## config.mk

```make
export PLATFORM = sky130hd
export DESIGN_NAME = morse_keyer_tx_flat
export DESIGN_NICKNAME = d
export VERILOG_FILES = /design/src/rtl/morse_keyer_tx_if.sv /design/src/rtl/morse_keyer_tx.sv /design/src/flat_wrapper.sv
export SDC_FILE = /design/constraint.sdc
export NUM_CORES = 1
export LEC_CHECK = 0
export CELL_PAD_IN_SITES_DETAIL_PLACEMENT = 1
export CELL_PAD_IN_SITES_GLOBAL_PLACEMENT = 2
export CORE_MARGIN = 4
export CORE_UTILIZATION = 37
export DETAILED_ROUTE_END_ITERATION = 6
export GPL_TIMING_DRIVEN = 0
export PLACE_DENSITY = 0.76
export SLEW_MARGIN = 20
export SYNTH_ARGS = -nofsm -noshare
export SYNTH_HDL_FRONTEND = slang
export SYNTH_SLANG_ARGS = --single-unit
```

## constraint.sdc

```tcl
create_clock -name clk -period 3.44 [get_ports clk]
set_input_delay 0.688 -clock clk [delete_from_list [all_inputs] [get_ports clk]]
set_output_delay 0.688 -clock clk [all_outputs]
set_load 0.05 [all_outputs]
```

## src/rtl/morse_keyer_tx_if.sv

```systemverilog
// morse_keyer_tx_if: code word handshake and keyed line status of the Morse keyer
interface morse_keyer_tx_if #(parameter int NSYM = 12);
  logic [2*NSYM-1:0] code;
  logic valid;
  logic ready;
  logic key_out;
  logic busy;
  logic done;
  modport master (output code, valid, input ready, key_out, busy, done);
  modport slave (input code, valid, output ready, key_out, busy, done);
endinterface

```

## src/rtl/morse_keyer_tx.sv

```systemverilog
// morse_keyer_tx: turns a latched code word of 2-bit dot/dash slots into a timed keyed Morse line
module morse_keyer_tx #(
  parameter int K = 50,
  parameter int NSYM = 12
) (
  input logic clk,
  input logic rst,
  morse_keyer_tx_if.slave bus
);
  localparam int W = $clog2(3*K);
  localparam int IW = $clog2(NSYM+1);
  localparam logic [W-1:0] L1 = W'(K-1);
  localparam logic [W-1:0] L3 = W'(3*K-1);
  localparam logic [W-1:0] L3M = W'(3*K-2);
  typedef enum logic [1:0] {IDLE, MARK, SPACE, CGAP} state_t;
  state_t state;
  logic [2*NSYM-1:0] code_r;
  logic [IW-1:0] idx;
  logic [W-1:0] cnt;
  logic [1:0] slots [2**IW];
  logic [1:0] cur, nxt, first;
  // slots past NSYM read as terminators so a lookahead from the last slot ends the character
  genvar i;
  for (i = 0; i < 2**IW; i++) begin : g_slot
    if (i < NSYM) begin : g_v
      assign slots[i] = code_r[2*NSYM-1-2*i -: 2];
    end else begin : g_z
      assign slots[i] = 2'b00;
    end
  end
  assign cur = slots[idx];
  assign nxt = slots[idx + 1'b1];
  assign first = bus.code[2*NSYM-1 -: 2];
  always_ff @(posedge clk or posedge rst) begin
    if (rst) begin
      state <= IDLE;
      code_r <= '0;
      idx <= '0;
      cnt <= '0;
      bus.key_out <= 1'b0;
      bus.busy <= 1'b0;
      bus.done <= 1'b0;
      bus.ready <= 1'b1;
    end else begin
      case (state)
        IDLE: if (bus.valid && bus.ready) begin
          code_r <= bus.code;
          idx <= '0;
          cnt <= '0;
          bus.busy <= 1'b1;
          bus.ready <= 1'b0;
          bus.key_out <= ^first;
          state <= (^first) ? MARK : CGAP;
        end
        MARK: if (cnt == ((cur == 2'b10) ? L3 : L1)) begin
          cnt <= '0;
          bus.key_out <= 1'b0;
          idx <= (^nxt) ? idx + 1'b1 : idx;
          state <= (^nxt) ? SPACE : CGAP;
        end else cnt <= cnt + 1'b1;
        SPACE: if (cnt == L1) begin
          cnt <= '0;
          bus.key_out <= 1'b1;
          state <= MARK;
        end else cnt <= cnt + 1'b1;
        CGAP: begin
          bus.done <= (cnt == L3M);
          if (cnt == L3) begin
            cnt <= '0;
            bus.busy <= 1'b0;
            bus.ready <= 1'b1;
            state <= IDLE;
          end else cnt <= cnt + 1'b1;
        end
        default: state <= IDLE;
      endcase
    end
  end
endmodule

```

## src/flat_wrapper.sv

```systemverilog
// flat-port wrapper written by rule: the top's interface ports become plain ports
module morse_keyer_tx_flat 
#(
  parameter int K = 50,
  parameter int NSYM = 12
)
  (clk, rst, bus_code, bus_valid, bus_ready, bus_key_out, bus_busy, bus_done);
  morse_keyer_tx_if #(.NSYM(NSYM)) bus_i ();
  input logic clk;
  input logic rst;
  input wire logic [$bits(bus_i.code)-1:0] bus_code;
  input wire logic [$bits(bus_i.valid)-1:0] bus_valid;
  output wire logic [$bits(bus_i.ready)-1:0] bus_ready;
  output wire logic [$bits(bus_i.key_out)-1:0] bus_key_out;
  output wire logic [$bits(bus_i.busy)-1:0] bus_busy;
  output wire logic [$bits(bus_i.done)-1:0] bus_done;
  assign bus_i.code = bus_code;
  assign bus_i.valid = bus_valid;
  assign bus_ready = bus_i.ready;
  assign bus_key_out = bus_i.key_out;
  assign bus_busy = bus_i.busy;
  assign bus_done = bus_i.done;
  morse_keyer_tx #(.K(K), .NSYM(NSYM)) u_core (.clk(clk), .rst(rst), .bus(bus_i));
endmodule
```

## Word level (Yosys, flattened, before mapping)

Index checks and enable logic that the tools add are counted.

- Register bits: 42
- Output and inout bits: 4
- Word-level logic and storage cells: 72

- Add/subtract/negate cells: 2
- Eq/ne operators: 13
- Mux-type cells: 33
- Bitwise logic cells: 2
- Reductions and logical operators: 12
- Magnitude comparators: 2

Operators by type and width:

| kind | number |
|---|---|
| $mux 8 | 5 |
| $pmux 8 s4 | 1 |
| $mux 2 | 9 |
| $bmux 2 s4 | 2 |
| $eq 8x8->1 const B | 2 |
| $mux 4 | 3 |
| $reduce_and 4->1 | 3 |
| $ge 5x5->1 const B | 2 |
| $ne 2x1->1 const B | 5 |
| $not 4->5 | 2 |
| $add 8x1->8 const B | 1 |
| $eq 8x6->1 const B | 1 |
| $eq 8x8->1 | 1 |
| $mux 1 | 8 |
| $pmux 2 s4 | 1 |
| $pmux 4 s2 | 1 |
| $eq 2x2->1 const B | 3 |
| $add 4x1->4 const B | 1 |
| $pmux 1 s2 | 2 |
| $reduce_bool 2->1 | 2 |
| $reduce_xor 2->1 | 2 |
| $pmux 1 s3 | 1 |
| $reduce_and 3->1 | 1 |
| $reduce_bool 3->1 | 1 |
| other kinds (4) | 4 |

## Longest topological paths before layout

Gate-level depths: netlist (run 1).

- Word-level depth: 9
- Depth in mapped cells: 8
- Depth with buffers taken out: 8

## Worst setup path before layout (run 1)

OpenSTA, ideal clock, no wires.

- Path kind: register to register
- Start: register u_core.idx[0]
- End: register u_core.idx[0]
- Cell stages (with the launch flop): 8
- Clock period less this slack: 2.428 ns
- Buffers on the path: 0
- Setup slack: 1.012 ns
- Data required time: 3.315 ns
- Arrival time: 2.303 ns
- Path through: dfrtp_1 -> ha_1 -> mux4_2 -> and2_0 -> a211o_1 -> a31oi_4 -> o211ai_2 -> mux2_4

- Longest elaborated chain between the ends: 9
- Elaborated cells on any way between the ends: 19

RTL lines:

| what | RTL line | RTL |
|---|---|---|
| from (decl) | morse_keyer_tx.sv:18 | `logic [IW-1:0] idx;` |
| from (signal assigned) | morse_keyer_tx.sv:58 | `idx <= (^nxt) ? idx + 1'b1 : idx;` |
| $not 4->5 (not written as such) | morse_keyer_tx.sv:31 | `assign cur = slots[idx];` |
| $bmux 2 s4 | morse_keyer_tx.sv:31 |  |
| $mux 2 (not written as such) (2 in a row) | morse_keyer_tx.sv:31 |  |
| $eq 2x2->1 | morse_keyer_tx.sv:55 | `MARK: if (cnt == ((cur == 2'b10) ? L3 : L1)) begin` |
| $mux 8 | morse_keyer_tx.sv:55 |  |
| $eq 8x8->1 | morse_keyer_tx.sv:55 |  |
| $ne 2x1->1 (no source line) | -- |  |
| $reduce_and 4->1 (no source line) | -- |  |

Parallel ways exist; a longest one is shown, timed or not. The select of a mux whose other input is x is not followed.
A chain may end at the register's enable or synchronous reset.

## Worst setup path after layout (run 1)

- Start: register u_core.idx[1]
- End: register u_core.idx[0]

- Longest elaborated chain between the ends: 9
- Elaborated cells on any way between the ends: 16

RTL lines:

| what | RTL line |
|---|---|
| $not 4->5 (not written as such) | morse_keyer_tx.sv:31 |
| $bmux 2 s4 | morse_keyer_tx.sv:31 |
| $mux 2 (not written as such) (2 in a row) | morse_keyer_tx.sv:31 |
| $eq 2x2->1 | morse_keyer_tx.sv:55 |
| $mux 8 | morse_keyer_tx.sv:55 |
| $eq 8x8->1 | morse_keyer_tx.sv:55 |
| $ne 2x1->1 (no source line) | -- |
| $reduce_and 4->1 (no source line) (*) | -- |

Every way passes the cells marked *; elsewhere a longest branch is shown, timed or not. The select of a mux whose other input is x is not followed.

==> results of run 1 <==
-- per-layer routing --
| metal | global-route usage, % | wire length (um) |
|---|---|---|
| met1 | 20.1 | 2500 |
| met3 | 2.79 | 148 |
| met5 | 0 | 0 |
| met2 | 24.7 | 2660 |
| met4 | 4.95 | 68 |
-- registers in the layout, summed over array words and instances, names as in the netlist --
name,cells
u_core.bus.busy,1
u_core.bus.done,1
u_core.bus.key_out,1
u_core.bus.ready,1
u_core.cnt,8
u_core.code_r,24
u_core.idx,4
u_core.state,2
-- power groups by stage --
stage / combinational [mW] / clock, mW / sequential [mW]
detailed placement: 0.0482 / 0 / 0.503
floorplan: 0.00879 / 0 / 0.503
CTS: 0.0483 / 0.418 / 0.493
finish: 0.0465 / 0.407 / 0.493
global route: 0.0511 / 0.438 / 0.493
global placement: 0.0431 / 0 / 0.503
-- final cells by class --
type                       instances  area share, %
timing repair buffer              31           11.2
tap                               77           3.29
multi-input combinational        151           43.8
inverter                           7          0.897
clock buffer                       6           2.82
buffer                             5          0.983
sequential                        42           35.9
clock inverter                     1           1.03
-- kinds of logic after synthesis --
logic type,count (synthesis),share of synthesized area (%)
AO/OA/AOI/OAI,33,10.8
adder cells (fa/ha/maj),9,4.71
flip-flops,42,44.0
XOR/XNOR,14,5.13
buffers and inverters,12,2.30
AND/OR/NAND/NOR,63,16.5
multiplexers,32,16.5
-- how the worst max path moves through the flow --
| stage | startpoint | end | slack, ns | depth (start not counted) |
|---|---|---|---|---|
| 2_1_floorplan | u_core.idx[0] | u_core.idx[0] | 1.01 | 7 |
| 3_3_place_gp | bus_valid | u_core.state[0] | 0.68 | 7 |
| 3_5_place_dp | bus_valid | u_core.state[0] | 0.65 | 7 |
| 4_1_cts | u_core.idx[0] | u_core.idx[0] | 0.74 | 7 |
| 5_1_grt | u_core.idx[1] | u_core.idx[0] | 0.66 | 7 |
| 6_report | u_core.idx[1] | u_core.idx[0] | 0.76 | 7 |
-- critical path: stages, from the launching register on --
cell	delay, ns
dfrtp_1	0.45
ha_1	0.46
mux4_2	0.53
and2_0	0.16
a211o_1	0.32
a31oi_4	0.20
o211ai_2	0.15
mux2_4	0.28
-- stage by stage --
| stage | utilization, % | instance area, um2 | hold slack (ns) | cells |
|---|---|---|---|---|
| after global placement | 44.2 | 2790 | 0.490 | 312 |
| after CTS | 46.4 | 2930 | 0.517 | 320 |
| after detailed placement | 44.6 | 2820 | 0.500 | 313 |
| final | 46.4 | 2930 | 0.510 | 320 |
| after floorplan | - | 2390 | 0.514 | 205 |
| after global routing | 46.4 | 2930 | 0.543 | 320 |
-- cells in the final DEF (no fill, tap or decap), types with 5 or more instances in the layout --
| master | count |
|---|---|
| dfrtp_1 | 41 |
| clkdlybuf4s50_1 | 30 |
| mux2_2 | 26 |
| nand2_1 | 10 |
| xnor2_1 | 9 |
| nor2b_1 | 9 |
| ha_1 | 9 |
| nand3_1 | 8 |
| a22o_1 | 8 |
| inv_1 | 6 |
| clkbuf_8 | 6 |
| nand4_1 | 5 |
| xor2_1 | 5 |
==> run_results.csv, run 1 <==
group,metric,value,unit
run_status,outcome,"finished, final reports clean",
synthesis,synth_area_leaders,"dfrtp_1 43%, mux2_2 12%, ha_1 4.7%",
min_path,hold_path_depth,1,
floorplan,die_area,7810,um2
cts,cts_buffers,5,
place,dp_hpwl,4080,um
cts,cts.sinks,42,
synthesis,avgSynthCellArea,11.7,um2
power_and_ir_drop,power.total,0.947,mW
synthesis,yosys.area.top_type,"dfrtp_1",
power_and_ir_drop,combPwrFrac,4.9,%
floorplan,pin_count,31,
min_path,hold_end,"u_core.bus.key_out",
cts,cts_tree,"built",
worst_setup_path,reg2reg_slack,0.76,ns
sta,tightest_slew,0.586,ns
floorplan,die_h,88.4,um
synthesis,synth_fp_nets,241,
detailed_routing,dr.pass1.iters,4,
synthesis,synth-edff-count,0,
worst_setup_path,startpoint_type,"flop",
layout,nets,279,
grt,grt_usage,15.0,%
synthesis,syn_area,2390,um2
sta,relSlewSlack,60.9,%
worst_setup_path,critical_path.endpoint_type,"flop",
layout,drive_gt1_share,21.8,%
sta,period_share,78.0,%
sta,layout_setup_ws,0.757,ns
detailed_routing,wl_per_cell,16.8,um
cts,cts_buffer_depth,2,
sta,finalHoldViolCount,0,
power_and_ir_drop,p_per_area,323,nW/um2
layout,area_delta_synth_final,22.4,%
power_and_ir_drop,p_sw,0.191,mW
place,io_buffers,30,
floorplan,coreArea,6310,um2
power_and_ir_drop,ir_worst_vdd,0.159,mV
cts,cts_max_level,2,
detailed_routing,drt_first_iter_violations,52,
cts,clock_latency,0.30,ns
power_and_ir_drop,p_leak,1.33,nW
grt,grt_pass1_wl,8970,um
run,maxCapViolCount,0,
floorplan,rows,29,
worst_setup_path,arrival,2.87,ns
synthesis,synthFlopType,"dfrtp_1",
detailed_routing,ant_nets,0,
worst_setup_path,crit_required,3.63,ns
min_path,worstHoldStart,"u_core.bus.key_out",
min_path,worst_hold_path_type,"reg -> reg",
synthesis,yosys_warnings,0,
layout,diodes,0,
sta,max_freq,373,MHz
power_and_ir_drop,p_int,0.756,mW
floorplan,initial_utilization,37.9,%
sta,drv_slew,0,
power_and_ir_drop,pwr-share-seq,52.1,%
cts,post_cts_resized,0,
synthesis,synth_cell_type_count,53,
worst_setup_path,r2r_cells,7,
worst_setup_path,cp_max_fo,4,
place,pre_cts_ws,0.651,ns
grt,antenna_found_initial,0,
sta,rsz0062_at_grt,"no",
detailed_routing,vias,1704,
sta,fin_tns_setup,0,ns
grt,grt_max_degree,25,
synthesis,yosysSeqAreaShare,44.0,%
synthesis,synth-seq-cells,42,
detailed_routing,via_per_inst,5.33,
sta,fin_worst_skew,0.0125,ns
synthesis,async_flop_share,100,%
synthesis,yosysMostFrequentCell,"dfrtp_1",
power_and_ir_drop,swShare,20.2,%
detailed_routing,wl,5370,um
sta,setup_viol,0,
cts,postCtsSetupRepairBufs,0,
worst_setup_path,r2r_start,"u_core.idx[1]",
cts,cts.reportedPaths.clkPinSlew,0.09,ns
place,gp_congestion,0.774,
cts,root_buffer,"clkbuf_8",
worst_setup_path,critPathKind,"reg -> reg",
grt,grt_overflow,0,
worst_setup_path,reg2reg_to,"u_core.idx[0]",
synthesis,yosys.area.top_type_share,42.9,%
floorplan,die_x,88.4,um
layout,multi_input_area,1280,um2
layout,seqCellArea,1050,um2
layout,fill_cells,710,
sta,min_period,2.68,ns
synthesis,ys_top_cells_by_count,"41 x dfrtp_1, 26 x mux2_2, 10 x nand2_1",
grt,grt_pass1_vias,1807,
cts,postCtsHoldBufs,0,
power_and_ir_drop,power_frac_clock,43.0,%
detailed_routing,drc,0,
synthesis,syn_inst,205,
(Power assumes the default switching activity.)
==> run 2: changes to the inputs <==
==> constraint.sdc (replaced) <==
create_clock -name clk -period 2.55 [get_ports clk]
set_input_delay 0.51 -clock clk [delete_from_list [all_inputs] [get_ports clk]]
set_output_delay 0.51 -clock clk [all_outputs]
set_load 0.05 [all_outputs]
==> run 2 against run 1 <==
  * Clock skew is 0.00064 ns higher
  * Die area stayed put
  * First-iteration DRC count is 9.6% higher
  * Sequential cell count stayed put
  * Non-clock buffer count is 3 higher
  * Worst setup slack worse by 0.68 ns
  * Combinational power is 35% higher
  * Clock-buffer cell count stayed put
  * Fmax is 8.5% higher
  * Final cell count is 0.94% higher
  * Sequential power is 35% higher
  * Largest cell class unchanged
  * Highest routed layer unchanged
==> run_results.csv, run 2 (synthesized netlist as in run 1, its figures left out) <==
group,metric,value,unit
run_status,outcome,"finished, final reports clean",
sta,drv_slew,0,
worst_setup_path,critPathTopFamily,"multiplexers",
detailed_routing,wl_per_cell,17.0,um
cts,cts_tree,"built",
detailed_routing,ant_nets,0,
floorplan,pin_count,31,
min_path,worst_hold_path_type,"reg -> reg",
sta,fin_worst_skew,0.0132,ns
cts,cts.reportedPaths.clkPinSlew,0.09,ns
sta,finalHoldViolCount,0,
worst_setup_path,critical_path.endpoint_type,"flop",
place,place_area,2820,um2
detailed_routing,drt_first_iter_violations,57,
power_and_ir_drop,p_leak,1.34,nW
worst_setup_path,path_depth,7,
detailed_routing,dr.pass1.iters,5,
sta,min_period,2.47,ns
run,maxCapViolCount,0,
cts,cts_max_level,2,
cts,cts.sinks,42,
worst_setup_path,arrival,2.66,ns
layout,nets,282,
grt,grt_max_degree,25,
cts,cts_buffers,5,
layout,fill_cells,702,
layout,top_register,"u_core.code_r",
sta,period_share,97.0,%
layout,drive_gt1_share,24.8,%
grt,antenna_found_initial,0,
worst_setup_path,reg2reg_to,"u_core.idx[0]",
worst_setup_path,crit_required,2.74,ns
layout,multi_input_area,1310,um2
worst_setup_path,cp_max_fo,4,
cts,root_buffer,"clkbuf_8",
layout,largest_reg_flops,24,
worst_setup_path,critPathMaxStageDelay,0.49,ns
worst_setup_path,crit_start,"u_core.idx[1]",
layout,diodes,0,
worst_setup_path,slowest_stage,"mux4_2",
floorplan,die_h,88.4,um
detailed_routing,drc,0,
worst_setup_path,startpoint_type,"flop",
place,io_buffers,30,
layout,top_regs,"u_core.code_r (24), u_core.cnt (8), u_core.idx (4)",
detailed_routing,via_per_inst,5.29,
layout,seqCellArea,1050,um2
floorplan,die_x,88.4,um
sta,setup_viol,0,
cts,postCtsHoldBufs,0,
cts,clock_latency,0.31,ns
sta,rsz0062_at_grt,"no",
sta,max_freq,404,MHz
cts,cts_buffer_depth,2,
worst_setup_path,cp_num_buf_inv,0,
layout,final_cell_mix,"39 x dfrtp_1, 30 x clkdlybuf4s50_1, 26 x mux2_2",
floorplan,initial_utilization,37.9,%
grt,grt_pass1_vias,1818,
worst_setup_path,reg2reg_slack,0.08,ns
sta,relSlewSlack,61.3,%
worst_setup_path,endpoint,"u_core.idx[0]",
power_and_ir_drop,ir_worst_vdd,0.214,mV
floorplan,coreArea,6310,um2
layout,design_area,2990,um2
detailed_routing,vias,1710,
grt,grt_overflow,0,
sta,fin_tns_setup,0,ns
grt,grt_pass1_wl,9010,um
grt,grt_usage,15.1,%
place,dp_hpwl,4080,um
layout,layout_commonest_cell,"dfrtp_1",
place,gp_congestion,0.774,
floorplan,die_area,7810,um2
sta,tightest_slew,0.581,ns
worst_setup_path,cp_cell_sequence,"ha_4, mux4_2, and2_0, a211o_1, a31oi_4, o211ai_4, mux2_4",
power_and_ir_drop,p_per_area,428,nW/um2
worst_setup_path,critPathKind,"reg -> reg",
detailed_routing,wl,5480,um
worst_setup_path,r2r_start,"u_core.idx[1]",
layout,area_delta_synth_final,25.1,%
floorplan,rows,29,
worst_setup_path,r2r_cells,7,
-- run 2: cell count changes in the layout (fill, tap and decap cells not counted) --
cell / change
ha_4: +1
o211ai_2: -1
a21oi_1: -1
a21oi_2: +1
o211ai_4: +1
buf_4: +2
buf_12: +1
a41o_1: -1
a41o_2: +1
dfrtp_1: -2
ha_1: -1
dfrtp_2: +2
-- run 2: metrics by stage --
step | std cells | worst slack, ns | utilization [%] | hold WS [ns] | power [mW]
after floorplan | 205 | 0.122 | - | 0.514 | 0.691
after global placement | 312 | -0.115 | 44.2 | 0.490 | 0.737
after detailed placement | 313 | -0.140 | 44.6 | 0.500 | 0.744
after CTS | 320 | 0.0193 | 46.6 | 0.517 | 1.29
after global routing | 323 | 0.0126 | 47.4 | 0.543 | 1.33
final | 323 | 0.0764 | 47.4 | 0.510 | 1.28
-- run 2: worst min-delay path by stage --
stage | from | depth (start not counted) | endpoint | slack, ns
2_1_floorplan | u_core.code_r[15] | 1 | u_core.code_r[15] | 0.51
3_3_place_gp | u_core.bus.key_out | 1 | u_core.bus.key_out | 0.49
3_5_place_dp | u_core.bus.key_out | 1 | u_core.bus.key_out | 0.50
4_1_cts | u_core.bus.key_out | 1 | u_core.bus.key_out | 0.52
5_1_grt | u_core.bus.key_out | 1 | u_core.bus.key_out | 0.54
6_report | u_core.bus.key_out | 1 | u_core.bus.key_out | 0.51
-- run 2: worst register-to-register path: stages, from the launching register on --
cell and delay [ns]:
dfrtp_2 0.46, ha_4 0.32, mux4_2 0.49, and2_0 0.16, a211o_1 0.28, a31oi_4 0.25
o211ai_4 0.12, mux2_4 0.27
-- run 2: timing repair --
item	4_1_cts	5_1_grt
pin swaps	0	3
endpoints found under the setup margin	5	5
gates resized for setup	4	3
buffers inserted	0	3
-- run 2: layout make-up --
| class | count | area share, % |
|---|---|---|
| multi-input cells | 151 | 43.8 |
| clock inverters | 1 | 1.00 |
| well taps | 77 | 3.22 |
| flip-flops and latches | 42 | 35.3 |
| inverters | 7 | 0.878 |
| clock buffers | 6 | 2.76 |
| repair buffers | 34 | 12.1 |
| plain buffers | 5 | 0.962 |
-- run 2: where the power goes --
part	switching (mW)	internal [mW]
Sequential	0	0.665
Clock	0.239	0.314
Combinational	0.0225	0.0403
Total	0.262	1.02
-- run 2: per-layer routing --
layer / up-vias / share of wire, % / track usage [%] / wire length [um]
met5: - / 0 / 0 / 0
met4: 0 / 1.5 / 4.95 / 80
met3: 6 / 2.6 / 2.79 / 142
met2: 23 / 50 / 24.9 / 2720
met1: 843 / 46 / 20.1 / 2540
li1: 838 / - / - / -
==> run 3: changes to the inputs <==
--- a/config.mk
+++ b/config.mk
@@ -8,10 +8,11 @@
 export CELL_PAD_IN_SITES_DETAIL_PLACEMENT = 1
 export CELL_PAD_IN_SITES_GLOBAL_PLACEMENT = 2
 export CORE_MARGIN = 4
-export CORE_UTILIZATION = 37
+export CORE_UTILIZATION = 33
 export DETAILED_ROUTE_END_ITERATION = 6
 export GPL_TIMING_DRIVEN = 0
-export PLACE_DENSITY = 0.76
+export PLACE_DENSITY = 0.71
+export SETUP_SLACK_MARGIN = 0.5
 export SLEW_MARGIN = 20
 export SYNTH_ARGS = -nofsm -noshare
 export SYNTH_HDL_FRONTEND = slang
==> constraint.sdc (replaced) <==
create_clock -name clk -period 2.15 [get_ports clk]
set_input_delay 0.43 -clock clk [delete_from_list [all_inputs] [get_ports clk]]
set_output_delay 0.43 -clock clk [all_outputs]
set_load 0.05 [all_outputs]
==> run 3 against run 2 <==
  * Worst setup slack worse by 0.33 ns
  * Routed wire length up 11%
  * The flow now finishes with violations (setup timing)
  * Largest power group unchanged
  * Highest routed layer unchanged
  * Sequential cell count unchanged
  * First-iteration DRC count down 28%
  * Die area up 11%
  * Sequential share of layout area down 4.0 points
  * Register-to-register slack worse by 0.33 ns
  * Sequential power up 19%
  * Fmax up 3.1%
==> run_results.csv, run 3 (synthesized netlist as in run 1, its figures left out) <==
group,metric,value,unit
cts,cts.sinks,42,
power_and_ir_drop,p_per_area,444,nW/um2
sta,relSlewSlack,67.6,%
floorplan,coreArea,6910,um2
detailed_routing,ant_nets,0,
floorplan,rows,30,
cts,cts_max_level,2,
cts,cts.reportedPaths.clkPinSlew,0.09,ns
sta,drv_slew,0,
floorplan,pin_count,31,
floorplan,die_h,93.1,um
worst_setup_path,crit_required,2.34,ns
power_and_ir_drop,ir_worst_vdd,0.281,mV
cts,clock_latency,0.30,ns
worst_setup_path,critPathKind,"reg -> reg",
worst_setup_path,reg2reg_to,"u_core.idx[0]",
cts,cts_buffer_depth,2,
run_status,violations,"setup timing",
layout,largest_reg_flops,24,
worst_setup_path,r2r_cells,8,
sta,layout_setup_ws,-0.250,ns
grt,grt_max_degree,25,
place,place_area,2880,um2
sta,max_freq,417,MHz
layout,nets,299,
detailed_routing,dr.pass1.iters,4,
sta,tightest_slew,0.489,ns
floorplan,die_x,93.1,um
sta,setup_viol,14,
place,pre_cts_ws,-0.341,ns
layout,area_delta_synth_final,41.5,%
place,dp_hpwl,4060,um
grt,grt_overflow,0,
detailed_routing,drc,0,
sta,min_period,2.40,ns
detailed_routing,wl_per_cell,16.9,um
detailed_routing,vias,1859,
layout,top_regs,"u_core.code_r (24), u_core.cnt (8), u_core.idx (4)",
cts,cts_buffers,5,
place,gp_congestion,0.712,
layout,drive_gt1_share,37.5,%
run,maxCapViolCount,0,
cts,postCtsHoldBufs,0,
detailed_routing,via_per_inst,5.16,
min_path,worst_hold_path_type,"in -> async",
detailed_routing,drt_first_iter_violations,41,
cts,root_buffer,"clkbuf_8",
layout,top_register,"u_core.code_r",
worst_setup_path,startpoint_type,"flop",
grt,grt_pass1_vias,1896,
floorplan,die_area,8670,um2
cts,cts_tree,"built",
grt,antenna_found_initial,0,
floorplan,initial_utilization,34.6,%
worst_setup_path,reg2reg_slack,-0.25,ns
worst_setup_path,r2r_start,"u_core.idx[0]",
sta,fin_worst_skew,0.00960,ns
detailed_routing,wl,6090,um
sta,rsz0062_at_grt,"yes",
run_status,outcome,"finished with violations",
grt,grt_usage,14.2,%
place,io_buffers,30,
sta,finalHoldViolCount,0,
sta,period_share,112,%
power_and_ir_drop,p_leak,1.55,nW
layout,design_area,3380,um2
layout,final_cell_mix,"36 x dfrtp_1, 25 x clkdlybuf4s50_1, 20 x mux2_4",
sta,fin_tns_setup,-2.63,ns
layout,layout_commonest_cell,"dfrtp_1",
grt,grt_pass1_wl,9760,um
worst_setup_path,cp_max_fo,6,
worst_setup_path,critical_path.endpoint_type,"flop",
worst_setup_path,arrival,2.59,ns
layout,diodes,0,
## run 3: cell count changes in the layout (fill, tap and decap cells not counted), sizes merged
cell	previous run	this run
buf	7	25
clkdlybuf4s50	30	25
dlygate4sd2	0	3
clkinv	0	2
clkbuf	8	7
clkdlybuf4s15	0	1
## run 3: repair_timing
action,CTS,global route
cloned,0,2
resized for setup,36,32
pin swaps,8,5
endpoints found under the setup margin,45,38
setup buffers,10,8
## run 3: worst max-delay path by stage
stage / depth (start not counted) / slack (ns) / start / to
2_1_floorplan: 7 / -0.17 / u_core.idx[0] / u_core.idx[0]
3_3_place_gp: 7 / -0.36 / u_core.idx[0] / u_core.idx[0]
3_5_place_dp: 7 / -0.34 / u_core.idx[0] / u_core.idx[0]
4_1_cts: 7 / -0.27 / u_core.idx[1] / u_core.idx[0]
5_1_grt: 7 / -0.34 / u_core.idx[1] / u_core.idx[0]
6_report: 8 / -0.25 / u_core.idx[0] / u_core.idx[0]
## run 3: per-layer routing
metal	global-route usage [%]	up-vias	share of wire [%]	wire (um)
met5	0	-	0	0
met4	3.30	0	0.76	46
met2	23.8	23	51	3130
met3	2.98	4	2.7	165
li1	-	874	-	-
met1	18.8	958	45	2750
## run 3: stage by stage
step / hold slack (ns) / power (mW) / util, % / instances
final: 0.453 / 1.50 / 49.0 / 360
after global routing: 0.507 / 1.56 / 49.0 / 360
after CTS: 0.456 / 1.52 / 46.1 / 350
after detailed placement: 0.495 / 0.880 / 41.8 / 332
after global placement: 0.489 / 0.874 / 41.5 / 331
after floorplan: 0.512 / 0.819 / - / 205
## run 3: power by group
part / switching [mW] / leakage (nW) / total [mW] / internal (mW)
registers: 0 / 0.551 / 0.789 / 0.789
logic: 0.0274 / 0.937 / 0.0736 / 0.0462
clock network: 0.298 / 0.0579 / 0.640 / 0.343
total: 0.325 / 1.55 / 1.50 / 1.18
## run 3: cell type report
type / count / area [um2]
well taps: 96 / 120
multi-input cells: 151 / 1490
clock inverters: 3 / 40.0
plain buffers: 5 / 77.6
fillers: 749 / 3520
inverters: 7 / 31.3
clock buffers: 5 / 68.8
flip-flops and latches: 42 / 1060
repair buffers: 51 / 499
## run 3: critical path, stage by stage (launching register included)
cell	delay [ns]
dfrtp_2	0.44
buf_4	0.16
or3b_2	0.44
nand4_1	0.11
nand4_1	0.16
or3_4	0.36
and2_4	0.18
and3_4	0.18
mux2_4	0.26
